### src/rtl/ghost_sd_pkg.sv
// ghost_sd_pkg: shared mode encodings and FSM states for the SD cipher data path
package ghost_sd_pkg;
   localparam int MODE_OFB = 0;
   localparam int MODE_CTR = 1;
   typedef enum logic [2:0] {ST_IDLE, ST_GEN, ST_WAIT, ST_XOR, ST_DONE} gsx_state_t;
endpackage

### src/rtl/gost_stream_xor.sv
// gost_stream_xor: XORs one sector of raw RAM words with a GOST OFB/CTR keystream,
// one 64-bit cipher block per N = 64/DATA_W words, chain register kept across sectors
module gost_stream_xor
   import ghost_sd_pkg::*;
#(
   parameter int DATA_W      = 4,
   parameter int BLOCK_WORDS = 1024,
   parameter int MODE        = MODE_OFB,
   parameter int ADDR_W      = $clog2(BLOCK_WORDS)
) (
   input  logic              iclk,
   input  logic              irst,
   input  logic              istart,
   input  logic              inew_iv,
   input  logic [63:0]       iiv,
   output logic              ogost_start,
   output logic [63:0]       ogost_block,
   input  logic [63:0]       igost_block,
   input  logic              igost_done,
   output logic [ADDR_W-1:0] oraddr,
   input  logic [DATA_W-1:0] irdata,
   output logic [ADDR_W-1:0] owaddr,
   output logic [DATA_W-1:0] owdata,
   output logic              owrite_en,
   output logic              obusy,
   output logic              odone
);
   localparam int N     = 64 / DATA_W;
   localparam int CNT_W = (N > 1) ? $clog2(N) : 1;
   localparam logic [ADDR_W-1:0] LAST_A = ADDR_W'(BLOCK_WORDS - N);

   if (64 % DATA_W != 0) begin : g_bad_data_w
      $error("gost_stream_xor: DATA_W must divide 64");
   end
   if ((BLOCK_WORDS * DATA_W) % 64 != 0) begin : g_bad_block_words
      $error("gost_stream_xor: BLOCK_WORDS*DATA_W must be a multiple of 64");
   end
   if (MODE != MODE_OFB && MODE != MODE_CTR) begin : g_bad_mode
      $error("gost_stream_xor: MODE must be OFB or CTR");
   end
   if (ADDR_W != $clog2(BLOCK_WORDS)) begin : g_bad_addr_w
      $error("gost_stream_xor: ADDR_W is derived and must not be overridden");
   end

   gsx_state_t        state, state_nx;
   logic [63:0]       s, k;
   logic [ADDR_W-1:0] a, wa;
   logic [CNT_W-1:0]  cnt;
   logic [DATA_W-1:0] kw;
   logic              wr, last_word;

   always_comb begin
      last_word   = state == ST_XOR && cnt == CNT_W'(N - 1);
      state_nx    = state;
      unique case (state)
         ST_IDLE: state_nx = istart ? ST_GEN : ST_IDLE;
         ST_GEN:  state_nx = ST_WAIT;
         ST_WAIT: state_nx = igost_done ? ST_XOR : ST_WAIT;
         ST_XOR:  state_nx = last_word ? (a == LAST_A ? ST_DONE : ST_GEN) : ST_XOR;
         ST_DONE: state_nx = wr ? ST_DONE : ST_IDLE;
         default: state_nx = ST_IDLE;
      endcase
      ogost_start = state == ST_GEN;
      ogost_block = s;
      oraddr      = state == ST_XOR ? a + ADDR_W'(cnt) : '0;
      owaddr      = wa;
      owdata      = wr ? irdata ^ kw : '0;
      owrite_en   = wr;
      obusy       = state != ST_IDLE;
      // DONE holds one extra cycle while the final word drains, so odone follows the last write
      odone       = state == ST_DONE && !wr;
   end

   always_ff @(posedge iclk or posedge irst) begin
      if (irst) begin
         state <= ST_IDLE;
         s     <= '0;
         k     <= '0;
         a     <= '0;
         cnt   <= '0;
         wr    <= 1'b0;
         wa    <= '0;
         kw    <= '0;
      end else begin
         state <= state_nx;
         wr    <= state == ST_XOR;
         wa    <= oraddr;
         kw    <= k[63 -: DATA_W];
         if (state == ST_IDLE && istart) begin
            a <= '0;
            if (inew_iv) s <= iiv;
         end
         if (state == ST_WAIT && igost_done) begin
            k <= igost_block;
            s <= (MODE == MODE_CTR) ? s + 64'd1 : igost_block;
         end
         if (state == ST_XOR) begin
            k   <= k << DATA_W;
            cnt <= last_word ? '0 : cnt + 1'b1;
            if (last_word) a <= a + ADDR_W'(N);
         end
      end
   end
endmodule

### config.mk
export PLATFORM = sky130hd
export DESIGN_NAME = gost_stream_xor
export DESIGN_NICKNAME = d
export VERILOG_FILES = /design/src/rtl/ghost_sd_pkg.sv /design/src/rtl/gost_stream_xor.sv
export SDC_FILE = /design/constraint.sdc
export NUM_CORES = 1
export LEC_CHECK = 0
export CAP_MARGIN = 30
export CORE_MARGIN = 2
export CORE_UTILIZATION = 42
export DETAILED_ROUTE_END_ITERATION = 10
export PLACE_DENSITY = 0.83
export SLEW_MARGIN = 20
export SYNTH_ARGS = -nofsm -noshare
export SYNTH_HDL_FRONTEND = slang
export SYNTH_SLANG_ARGS = --single-unit
### constraint.sdc
create_clock -name iclk -period 5.1 [get_ports iclk]
set_clock_uncertainty 0.2 [all_clocks]
set_input_delay 0.765 -clock iclk [delete_from_list [all_inputs] [get_ports iclk]]
set_output_delay 0.765 -clock iclk [all_outputs]
set_load 0.03 [all_outputs]
==> results of run 1 <==
## state kept, by name (all words and copies together) (netlist names)
| signal | flops |
|---|---|
| state | 3 |
| ogost_block | 64 |
| owaddr | 10 |
| k | 64 |
| cnt | 4 |
| owrite_en | 1 |
| a | 10 |
| kw | 4 |
## power by group through the flow
stage / sequential [mW] / combinational (mW) / clock (mW)
after CTS: 2.18 / 2.97 / 1.31
after detailed placement: 2.19 / 2.95 / 0
after global routing: 2.25 / 3.17 / 1.36
after floorplan: 2.68 / 1.34 / 0
final: 2.19 / 2.95 / 1.28
after global placement: 2.18 / 2.88 / 0
## logic make-up after synthesis
group | share of synthesized area [%]
adder cells (fa/ha/maj) | 1.38
multiplexers | 0.724
AO/OA/AOI/OAI | 20.7
flip-flops | 58.0
AND/OR/NAND/NOR | 14.5
buffers and inverters | 4.06
XOR/XNOR | 0.634
## path summary, 6_finish.rpt
| kind | end |
|---|---|
| max | oraddr[6] |
| min | kw[2] |
| max in group asynchronous | k[11] |
| min in group asynchronous | ogost_block[45] |
| max reg2reg | k[54] |
| min reg2reg | kw[2] |
## layout make-up
class | instances | share of cell area [%]
flip-flops and latches | 160 | 40.4
multi-input cells | 436 | 26.7
repair buffers | 237 | 23.9
clock buffers | 21 | 4.64
well taps | 216 | 2.72
clock inverters | 10 | 1.36
inverters | 7 | 0.303
## synthesized netlist by cell type (all sizes together)
master,n
xnor2,1
a31oi,4
o41ai,1
nor3b,1
nand2,32
a2111o,1
fa,1
a22o,1
nand3b,2
and3,1
inv,7
a21oi,131
ha,6
nor4b,1
a21boi,2
and4bb,1
or3,4
mux2i,5
o311ai,1
nor2b,4
a211oi,2
nor3,4
buf,32
nand3,6
a221o,60
and2,68
nand2b,2
nor2,72
a21o,2
dfrtp,160
nor4,1
o21ai,12
xor2,4
o21a,1
clkbuf,12
nand4,2
## per-stage QoR
stage	std cells	utilization, %	setup slack [ps]	instance area, um^2
after floorplan	647	-	1910	6910
after detailed placement	1055	58.2	1390	9310
final	1087	62.0	839	9920
after global placement	1055	58.2	1520	9310
after CTS	1086	61.9	828	9900
after global routing	1087	62.0	681	9920
## worst register-to-register path: stages (launching register included)
cell and delay [ps]:
dfrtp_1 530, nand3b_1 390, inv_2 420, buf_4 620, nor2_4 220, buf_4 330
a221o_1 370
## routing by layer
metal	share of wire, %	up-vias
li1	-	2751
met1	43	2796
met2	50	218
met3	5.0	22
met4	1.8	0
met5	0	-
==> results.md, run 1 <==
* GP Congestion at 0.824
* Multi-input gate area at 0.00265 mm^2
* CTS tree: done
* Cell taking the most area after synthesis: dfrtp_1
* Port Buffer Count at 228
* WL/cell at 16.9 um
* Rows at 46
* Starting Density at 43.2%
* Reg area at 0.00400 mm^2
* Die Span X at 132 um
* Die Area at 0.0175 mm^2
* Worst path depth at 8
* Combinational share of power at 45.9%
* CTS Sinks at 160
* Core box area at 0.0160 mm^2
* Startpoint Class: register
* Hold Startpoint: k[62]
* Hold Crit Class: register to register
* Crit path DAT at 3300 ps
* Most common cell after layout, fill and taps aside: clkdlybuf4s50_1
* Largest cells by area after synthesis: dfrtp_1 58%, a21oi_1 9.5%, a221o_1 8.7%
* Crit path largest cell delay at 700 ps
* Die Y at 132 um
* Cell area after synthesis at 0.00691 mm^2
* Antenna Cells at 0
* Busiest grt layer: met2
* Distinct cell type count after synthesis at 42
* P_sw at 2.53 mW
* Ports at 229
* Gr ovfl total at 0
* Final #Nets at 1003
* Met2 Use GR at 35.5%
* Via density at 5.32
* Initial antenna violation count at 0
* Drt drc at 0
* Met3 Track Usage GR at 4.11%
* R2r setup slk at 1890 ps
* Peak Freq at 0.235 GHz
* Largest net degree at the start of global routing at 90
* Sequential share of the synthesized area at 58.0%
* Buffer count from post-CTS setup fixing at 0
* Final-report setup violation count at 0
* DR iter-0 viols at 437
* Clock Path Buffers at 2
* Fillers at 1309
* Clock Pin Slew Worst Setup and Hold Paths at 60 ps
* First-pass GRT wire length at 30100 um
* Yosys top cell area share at 58.0%
* Maximum vdd drop at 351 uV
* All-layer global routing usage at 21.5%
* Via count at 5787
* YS warnings at 0
* Bufs and invs on worst path at 2
* Hold WS at 176 ps
* PostCTS Resize Cnt at 0
* Status: completed
* Worst Reg-to-Reg Cells at 6
* HPWL after DPL at 12500 um
* Root buffer cell: clkbuf_16
* RSZ-0062 raised after global routing: no
* Share of layout cells above drive strength 1 at 5.17%
* Htree depth at 4
* Mapped Avg Cell Area at 10.7 um^2
* Setup tns final at 0 ps
* Reg2reg start: state[1]
* CP Class: register to output pin
* Max-cap violations at 0
* Final worst path period need at 4260 ps
* Total power at 6.42 mW
* Routed WL at 18400 um
* Final period util at 83.5%
* Synth Net Count at 791
* Worst-path cell chain: ha_1 -> inv_1 -> fa_1 -> nor2b_1 -> o21ai_0 -> a21boi_0 -> mux2i_1 -> clkdlybuf4s50_1
* Drt first pass iters at 5
* Final hold vios at 0
* P_int at 3.88 mW
* Reg power frac at 34.1%
* Worst Tran Pin Value at 797 ps
* Worst Path Required at 4140 ps
* WHS Path Cells at 0
* CP Max Fanout at 6
* Synthesized flop and latch total at 160
* PD cells at 647 mW/mm^2
* Worst Setup SP: cnt[0]
* CP endpoint kind: output pin
* Cts bufs inserted at 17
* Relative slew slack at 46.8%
* Cell family with most CP delay: buffers and inverters
* Pleak at 4.18 nW
* Switching share of power at 39.5%
* Final Slew Violations at 0
* Layout Area Growth over Synthesis at 43.6%
* Post-cts hold buffer count at 0
* Slowest cell on crit path: clkdlybuf4s50_1
* Worst-Skew Late Latency at 410 ps
* Clk pwr share at 20.0%
* Cells after Synth at 647
* Via count of the first global-routing pass at 5867
* M1 GR Usage at 28.2%
* Commonest cells after routing, fill and taps aside: 228 x clkdlybuf4s50_1, 160 x dfrtp_1, 131 x a21oi_1
* Final antenna-violating net count at 0
Note: power is estimated with default switching activity, not from simulation.
==> run 2, diff against run 1 <==
- CORE_UTILIZATION: 42 -> 45
- PLACE_DENSITY: 0.83 -> 0.85
- clock period: 5.1 -> 4.5 ns (I/O delays scaled with it)
==> run 2 against run 1 <==
Worst setup slack worse by 450 ps. Utilization is 2.8 points higher. Sequential share of layout area is 0.57 points higher. Clock-buffer cell count is 1 higher.
==> results.md, run 2 (synthesis results as in run 1) <==
* Maximum vdd drop at 386 uV (+9.8%)
* Final Slew Violations at 0 (unchanged)
* Ports at 229 (unchanged)
* Buffer count from post-CTS setup fixing at 0 (unchanged)
* First-pass GRT wire length at 29700 um (-1.2%)
* Routed WL at 18400 um (+0.39%)
* Max-cap violations at 0 (unchanged)
* RSZ-0062 raised after global routing: no
* Final-report setup violation count at 0 (unchanged)
* Final hold vios at 0 (unchanged)
* Final period util at 91.3%
* Worst-Skew Late Latency at 420 ps (about the same)
* Die Y at 128 um (-3.3%)
* Final #Nets at 1003 (unchanged)
* DR iter-0 viols at 421 (-3.7%)
* WHS Path Cells at 0 (unchanged)
* Setup tns final at 0 ps (unchanged)
* Rows at 45 (-2.2%)
* Drt first pass iters at 5 (unchanged)
* Share of layout cells above drive strength 1 at 4.83% (-0.33 points)
* Die Span X at 128 um (-3.3%)
* Startpoint Class: register
* CP Max Fanout at 6 (unchanged)
* Via density at 5.53 (+4.0%)
* CTS Sinks at 160 (unchanged)
* Hold Startpoint: k[61]
* Worst Path Required at 3620 ps (-520 ps)
* Drt drc at 0 (unchanged)
* Pleak at 4.13 nW (-1.2%)
* Starting Density at 45.8% (+2.6 points)
* Gr ovfl total at 0 (unchanged)
* Root buffer cell: clkbuf_16
* Peak Freq at 0.243 GHz
* WL/cell at 17.4 um (+3.2%)
* Worst r2r dst: k[58]
* Largest net degree at the start of global routing at 161 (+79%)
* PostCTS Resize Cnt at 0 (unchanged)
* Htree depth at 4 (unchanged)
* Hold Crit Class: register to register
* Non-Filler Instances at 1057 (-2.8%)
* Final antenna-violating net count at 0 (unchanged)
* CTS tree: done
* Clock Path Buffers at 2 (unchanged)
* Cts bufs inserted at 17 (unchanged)
* CP Class: register to output pin
* HPWL after DPL at 12500 um (about the same)
* Multi-input gate area at 0.00265 mm^2 (unchanged)
* GP Congestion at 0.835 (+1.3%)
* Reg area at 0.00400 mm^2 (unchanged)
* Die Area at 0.0164 mm^2 (-6.5%)
* Initial antenna violation count at 0 (unchanged)
* Worst Tran Pin Value at 920 ps (+123 ps)
* Pre-CTS setup slack at 871 ps (-523 ps)
* Via count of the first global-routing pass at 5677 (-3.2%)
* Worst Reg-to-Reg Cells at 6 (unchanged)
* Post-cts hold buffer count at 0 (unchanged)
* Fin worst setup slack at 390 ps (-449 ps)
* Reg2reg start: state[1]
* Fillers at 1181 (-9.8%)
* Placed insts at 1028 (-2.6%)
* Clock Pin Slew Worst Setup and Hold Paths at 60 ps (about the same)
* All-layer global routing usage at 23.0% (+1.6 points)
* Commonest cells after routing, fill and taps aside: 228 x clkdlybuf4s50_1, 160 x dfrtp_1, 131 x a21oi_1
* Relative slew slack at 38.7% (-8.1 points)
* Final worst path period need at 4110 ps
* Hold Path Sink: kw[1]
* Crit path DAT at 3230 ps (-70 ps)
* Status: completed
* R2r setup slk at 1290 ps (-600 ps)
* Port Buffer Count at 228 (unchanged)
* Via count at 5850 (+1.1%)
* Antenna Cells at 0 (unchanged)
* Core box area at 0.0151 mm^2 (-5.7%)
* CP endpoint kind: output pin
* PD cells at 725 mW/mm^2 (+12%)
* Most common cell after layout, fill and taps aside: clkdlybuf4s50_1
* Final core occ at 64.8% (+2.8 points)
* Layout Area Growth over Synthesis at 41.6%
==> run 2: changes by cell type in the layout (fill, tap and decap cells not counted) <==
cell / delta
bufinv_16: -3
buf_12: -1
buf_4: +1
clkbuf_1: +1
clkinv_2: +1
clkinv_4: -1
clkinvlp_4: +1
inv_6: -1
==> run 2: layer usage <==
metal / routed length [um] / global-route usage (%) / part of all wire, %
met4: 382 / 9.11 / 2.1
met1: 7930 / 30.4 / 43
met3: 1130 / 4.92 / 6.1
met5: 0 / 0 / 0
met2: 8990 / 37.5 / 49
==> run 2: layout make-up <==
class	count	share of cell area, %
sequential	160	40.9
clock buffer	22	4.75
tap	188	2.40
inverter	7	0.307
clock inverter	7	0.409
timing repair buffer	237	24.1
multi-input combinational	436	27.1
==> run 2: worst max-delay path by stage <==
stage / start / to / slack, ps / cells after the start
after global placement: cnt[0] / oraddr[8] / 1010 / 8
final: cnt[0] / oraddr[6] / 390 / 8
after CTS: cnt[0] / oraddr[6] / 360 / 8
after global routing: cnt[0] / oraddr[6] / 160 / 8
after floorplan: cnt[0] / oraddr[4] / 1400 / 7
after detailed placement: cnt[0] / oraddr[6] / 870 / 8
==> run 2: power by group <==
group	internal [mW]	switching, mW	leakage (nW)
Sequential	2.08	0.406	1.93
Combinational	1.43	1.91	1.95
Clock	0.719	0.545	0.247
==> run 2: metrics by stage <==
| step | hold slack [ps] | total power, mW | area [um^2] |
|---|---|---|---|
| 2_1_floorplan | 155 | 4.56 | 6910 |
| 3_3_place_gp | 165 | 5.74 | 9280 |
| 3_5_place_dp | 163 | 5.84 | 9280 |
| 4_1_cts | 179 | 7.13 | 9780 |
| 5_1_grt | 184 | 7.50 | 9780 |
| 6_report | 179 | 7.09 | 9780 |
==> run 2: worst max-delay path, stage by stage (launching register included) <==
cell and delay, ps:
dfrtp_1 420, ha_1 220, inv_1 70, fa_1 390, nor2b_1 190, o21ai_0 230
a21boi_0 310, mux2i_1 290, clkdlybuf4s50_1 710
